===== src/rtl/debounce_edge_detect.sv =====
`default_nettype none
// ============================================================================
// Module      : debounce_edge_detect
// Description : Debouncer for an input level already synchronised into the
//               clk domain by a two-flop synchronizer. A new level is
//               accepted only after d_sync has held it for STABLE_CYCLES
//               consecutive clock edges. The block produces a clean level,
//               single-cycle rise/fall pulses and a wrapping count of
//               accepted rising transitions (presses).
// Revision    : 1.0 - initial release
// ----------------------------------------------------------------------------
// Parameters
//   STABLE_CYCLES : edges a new value must persist before acceptance
//                   (legal range 2 .. 2**CNT_W-1)
//   CNT_W         : width of the internal stability counter
//   PCNT_W        : width of press_count
// Ports
//   clk         in   1       system clock, all state updates on posedge
//   rst_n       in   1       synchronous active-low reset
//   d_sync      in   1       synchronised raw input
//   clr         in   1       synchronous clear of press_count
//   level       out  1       debounced level (registered)
//   rise        out  1       one-cycle pulse when level goes 0->1
//   fall        out  1       one-cycle pulse when level goes 1->0
//   press_count out  PCNT_W  wrapping count of accepted rising transitions
// ============================================================================
module debounce_edge_detect #(
  parameter int STABLE_CYCLES = 1000,
  parameter int CNT_W         = 16,
  parameter int PCNT_W        = 8
) (
  input  logic              clk,
  input  logic              rst_n,
  input  logic              d_sync,
  input  logic              clr,
  output logic              level,
  output logic              rise,
  output logic              fall,
  output logic [PCNT_W-1:0] press_count
);

  // Counter value seen on the edge that completes a stable run. The first
  // differing edge moves the FSM into WAIT_* with cnt=1, so the N-th
  // consecutive edge finds cnt == N-1.
  localparam logic [CNT_W-1:0] LAST_CNT = CNT_W'(STABLE_CYCLES - 1);

  typedef enum logic [1:0] {
    STABLE_LO = 2'd0,
    WAIT_HI   = 2'd1,
    STABLE_HI = 2'd2,
    WAIT_LO   = 2'd3
  } state_t;

  state_t              state_q;
  state_t              state_d;
  logic [CNT_W-1:0]    cnt_q;
  logic [CNT_W-1:0]    cnt_d;
  logic                level_q;
  logic                level_d;
  logic                rise_q;
  logic                rise_d;
  logic                fall_q;
  logic                fall_d;
  logic [PCNT_W-1:0]   pcnt_q;
  logic [PCNT_W-1:0]   pcnt_d;

  // --------------------------------------------------------------------------
  // State and output registers. Reset takes priority over every input,
  // including clr, and discards any partially accumulated stability count.
  // --------------------------------------------------------------------------
  always_ff @(posedge clk) begin
    if (!rst_n) begin
      state_q <= STABLE_LO;
      cnt_q   <= '0;
      level_q <= 1'b0;
      rise_q  <= 1'b0;
      fall_q  <= 1'b0;
      pcnt_q  <= '0;
    end else begin
      state_q <= state_d;
      cnt_q   <= cnt_d;
      level_q <= level_d;
      rise_q  <= rise_d;
      fall_q  <= fall_d;
      pcnt_q  <= pcnt_d;
    end
  end

  // --------------------------------------------------------------------------
  // Next-state and next-output logic. Pulses default low so they can only
  // last one cycle; level and press count hold unless explicitly updated.
  // --------------------------------------------------------------------------
  always_comb begin
    state_d = state_q;
    cnt_d   = cnt_q;
    level_d = level_q;
    rise_d  = 1'b0;
    fall_d  = 1'b0;
    pcnt_d  = pcnt_q;

    case (state_q)
      STABLE_LO: begin
        if (d_sync) begin
          state_d = WAIT_HI;
          cnt_d   = CNT_W'(1);
        end else begin
          cnt_d   = '0;
        end
      end

      WAIT_HI: begin
        if (!d_sync) begin
          // Glitch: fall back without touching the outputs.
          state_d = STABLE_LO;
          cnt_d   = '0;
        end else if (cnt_q == LAST_CNT) begin
          state_d = STABLE_HI;
          cnt_d   = '0;
          level_d = 1'b1;
          rise_d  = 1'b1;
          pcnt_d  = pcnt_q + PCNT_W'(1);  // wraps naturally at 2**PCNT_W
        end else begin
          cnt_d   = cnt_q + CNT_W'(1);
        end
      end

      STABLE_HI: begin
        if (!d_sync) begin
          state_d = WAIT_LO;
          cnt_d   = CNT_W'(1);
        end else begin
          cnt_d   = '0;
        end
      end

      WAIT_LO: begin
        if (d_sync) begin
          state_d = STABLE_HI;
          cnt_d   = '0;
        end else if (cnt_q == LAST_CNT) begin
          state_d = STABLE_LO;
          cnt_d   = '0;
          level_d = 1'b0;
          fall_d  = 1'b1;
        end else begin
          cnt_d   = cnt_q + CNT_W'(1);
        end
      end

      default: begin
        state_d = STABLE_LO;
        cnt_d   = '0;
        level_d = 1'b0;
      end
    endcase

    // Clear wins over a simultaneous accepted rise; the rise pulse itself
    // is unaffected.
    if (clr) begin
      pcnt_d = '0;
    end
  end

  assign level       = level_q;
  assign rise        = rise_q;
  assign fall        = fall_q;
  assign press_count = pcnt_q;

endmodule
`default_nettype wire


===== config.mk =====
export PLATFORM = sky130hd
export DESIGN_NAME = debounce_edge_detect
export DESIGN_NICKNAME = d
export VERILOG_FILES = /design/src/rtl/debounce_edge_detect.sv
export SDC_FILE = /design/constraint.sdc
export NUM_CORES = 1
export LEC_CHECK = 0
export CORE_ASPECT_RATIO = 1.5
export CORE_UTILIZATION = 41
export DETAILED_ROUTE_END_ITERATION = 10
export PLACE_DENSITY = 0.7
export SLEW_MARGIN = 20
export SYNTH_ARGS = -nofsm -noshare
export SYNTH_HDL_FRONTEND = slang
export SYNTH_SLANG_ARGS = --single-unit

===== constraint.sdc =====
create_clock -name clk -period 3.37 [get_ports clk]
set_input_delay 0.674 -clock clk [delete_from_list [all_inputs] [get_ports clk]]
set_output_delay 0.674 -clock clk [all_outputs]
set_load 0.02 [all_outputs]

==> summary.txt <==
Run status
  – Status: complete, no violations

Detailed routing
  – Drt pass-1 iters: 4
  – Per-cell routed wire length: 13.1 um
  – DRT antenna net count: 0
  – Vias/cell: 5.65
  – Total Wirelength: 2.63 mm
  – DRT iter0 DRCs: 20
  – Via count: 1136
  – DRC viols: 0

Logic synthesis
  – Cell Area, Synth: 1310 um2
  – Total nets after synthesis: 150
  – Post-synthesis register bit count: 29
  – Synth area leader: dfxtp_1
  – Sequential element share of the synthesized area: 44.4%
  – Syn Inst Count: 144
  – Synth cell types: 30
  – Largest cells by area after synthesis: dfxtp_1 44%, xnor2_1 6.7%, nor2_1 4.6%
  – YS warnings: 0
  – Yosys top cell area share: 44.4%
  – Avg Cell Area, Syn: 9.07 um2

Power
  – P_sw: 0.000128 W
  – Clock power share: 43.8%
  – Switching part of the total: 20.0%
  – Comb pwr share: 2.2%
  – Maximum vdd drop: 0.351 mV
  – Power per cell area: 407 nW/um2
  – Leak: 0.486 nW
  – Sequential power share: 54.0%
  – Internal power: 0.000512 W

STA
  – Min Tclk post-route: 2.24 ns
  – Clock skew: 0.00291 ns
  – Final hold vios: 0
  – Max_slew headroom: 63.9%
  – Final setup TNS: 0 ns
  – Max-slew violation total from the final report: 0
  – Final-report setup violation count: 0
  – Final setup margin: 1.13 ns
  – RSZ-0062 raised after global routing: false
  – Slew at the pin closest to its max-slew limit: 0.539 ns
  – Fmax: 447 MHz
  – Final worst-path cycle share: 66.4%

Critical path
  – Buffers plus inverters on the worst setup path: 1
  – CP cell instances: clkdlybuf4s50_1 -> nor2b_1 -> nand3_1 -> or4_1 -> a21oi_1
  – Critical Path Start Type: input port
  – Max incr delay on CP: 0.55 ns
  – Top delay family on crit path: simple AND/OR/NAND/NOR gates
  – Crit-path max FO: 6
  – WP data arrival: 2.44 ns
  – Setup CP Type: input port to register
  – Critical Path End Type: register
  – Slowest stage cell, crit path: clkdlybuf4s50_1
  – Req. time, crit path: 3.57 ns

Clock tree
  – TritonCTS clock tree: yes
  – Num CTS Buffers: 5
  – Root Buffer: clkbuf_8
  – Sinks on Clock Net: 29
  – Clk_lat worst skew: 0.27 ns
  – Hold buffers post-CTS: 0
  – Clock transition at path regs: 0.06 ns
  – Resized Gates After CTS: 0
  – CTS Buffer Depth: 2
  – H-tree lvl count: 2
  – # Post-CTS Setup Buffers: 0

Floorplan
  – Std-Cell Rows: 24
  – Die W: 48.1 um
  – Core area: 2970 um2
  – Die area: 3420 um2
  – Boundary Pins: 15
  – Die height: 71.1 um
  – Initial Utilization: 43.9%

Flow run
  – Max_cap viols: 0

Placed design
  – IO Port Bufs: 14
  – Pre-CTS setup slack: 0.842 ns
  – HPWL after detailed placement: 1.95 mm
  – GPL Wtd Cong: 0.753

Final layout
  – Area growth, synth to finish: 20.2%
  – Fraction of layout cells with a size suffix above 1: 5.56%
  – N_diodes: 0
  – Nets: 168

GRT
  – Gr ovfl total: 0
  – Global-route wire length before repair: 4.73 mm
  – Global Route Usage Sum: 19.0%
  – Initial antenna violation count: 0
  – Pin count of the biggest net entering global routing: 19
  – Via count of the first global-routing pass: 1143

Hold path
  – Hold/Removal Path Class: register to register
## cells in the final DEF (no fill, tap or decap), types with 2 or more instances in the layout
master           count
clkbuf_8             6
nor3_1               2
a21oi_1              8
and3_1               3
nand3_1              9
or3_1                3
nor2b_1              3
o31ai_1              4
nor4_1               5
dfxtp_1             29
a21boi_0             2
nand2_1             10
nand4_1              7
inv_1                3
nor2_1              16
or4_1                5
o21ai_0              4
xnor2_1             10
nor4_4               2
ha_1                 2
xor2_1               3
and4_1               4
clkdlybuf4s50_1     14
## state kept, by name, summed over array words and instances, names as in the netlist, named ones only
signal       count
press_count      8
state_q          1
level            1
fall             1
rise             1
cnt_q           16
## through the flow
step | cell area [um2] | hold slack [ns] | utilization [%] | std cells | total power [W]
2_1_floorplan | 1310 | 0.431 | - | 144 | 0.000360
3_3_place_gp | 1480 | 0.469 | 49.9 | 194 | 0.000367
3_5_place_dp | 1480 | 0.478 | 49.9 | 194 | 0.000367
4_1_cts | 1570 | 0.482 | 52.8 | 201 | 0.000650
5_1_grt | 1570 | 0.513 | 52.8 | 201 | 0.000668
6_report | 1570 | 0.477 | 52.8 | 201 | 0.000640
## cells in the mapped netlist
cell and number:
a21boi_0 2, a21oi_1 8, a311o_1 1, and2_1 1, and3_1 3, and4_1 4
buf_1 1, clkbuf_1 2, dfxtp_1 29, ha_1 2, inv_1 3, nand2_1 10
nand2b_1 1, nand3_1 9, nand4_1 7, nand4_2 1, nor2_1 16, nor2b_1 3
nor3_1 2, nor4_1 5, nor4_4 2, o211a_1 1, o211ai_1 1, o21a_1 1
o21ai_0 4, o31ai_1 4, or3_1 3, or4_1 5, xnor2_1 10, xor2_1 3
## cell families after synthesis
logic type	share of synthesized area [%]
AO/OA/AOI/OAI	10.7
XOR/XNOR	8.72
adder cells (fa/ha/maj)	1.92
buffers and inverters	1.72
flip-flops	44.4
AND/OR/NAND/NOR	32.5
## final cells by class
cell class / instances / area (um2)
clock buffers: 7 / 86.3
fillers: 299 / 1400
inverters: 3 / 11.3
multi-input cells: 109 / 703
flip-flops and latches: 29 / 581
well taps: 39 / 48.8
repair buffers: 14 / 140
## worst paths after layout
path,end,slack [ns],start,depth (start not counted)
worst max register to register,press_count[7],1.26,cnt_q[0],5
worst min register to register,cnt_q[0],0.48,state_q[0],1
worst min-delay path,cnt_q[0],0.48,state_q[0],1
worst max-delay path,press_count[6],1.13,d_sync,5
## power by group through the flow
| stage | clock, W | sequential [W] | combinational [W] |
|---|---|---|---|
| final | 0.000280 | 0.000346 | 0.0000140 |
| after detailed placement | 0 | 0.000353 | 0.0000139 |
| after global routing | 0.000307 | 0.000345 | 0.0000153 |
| after global placement | 0 | 0.000353 | 0.0000136 |
| after floorplan | 0 | 0.000353 | 0.00000741 |
| after CTS | 0.000290 | 0.000346 | 0.0000141 |
## layer usage
metal	track usage (%)	wire length, um	vias up
met1	19.2	1040	542
met4	7.10	47	0
met5	0	0	-
met3	6.12	88	5
met2	33.6	1450	24
li1	-	-	565
Note: power is estimated with default switching activity, not from simulation.
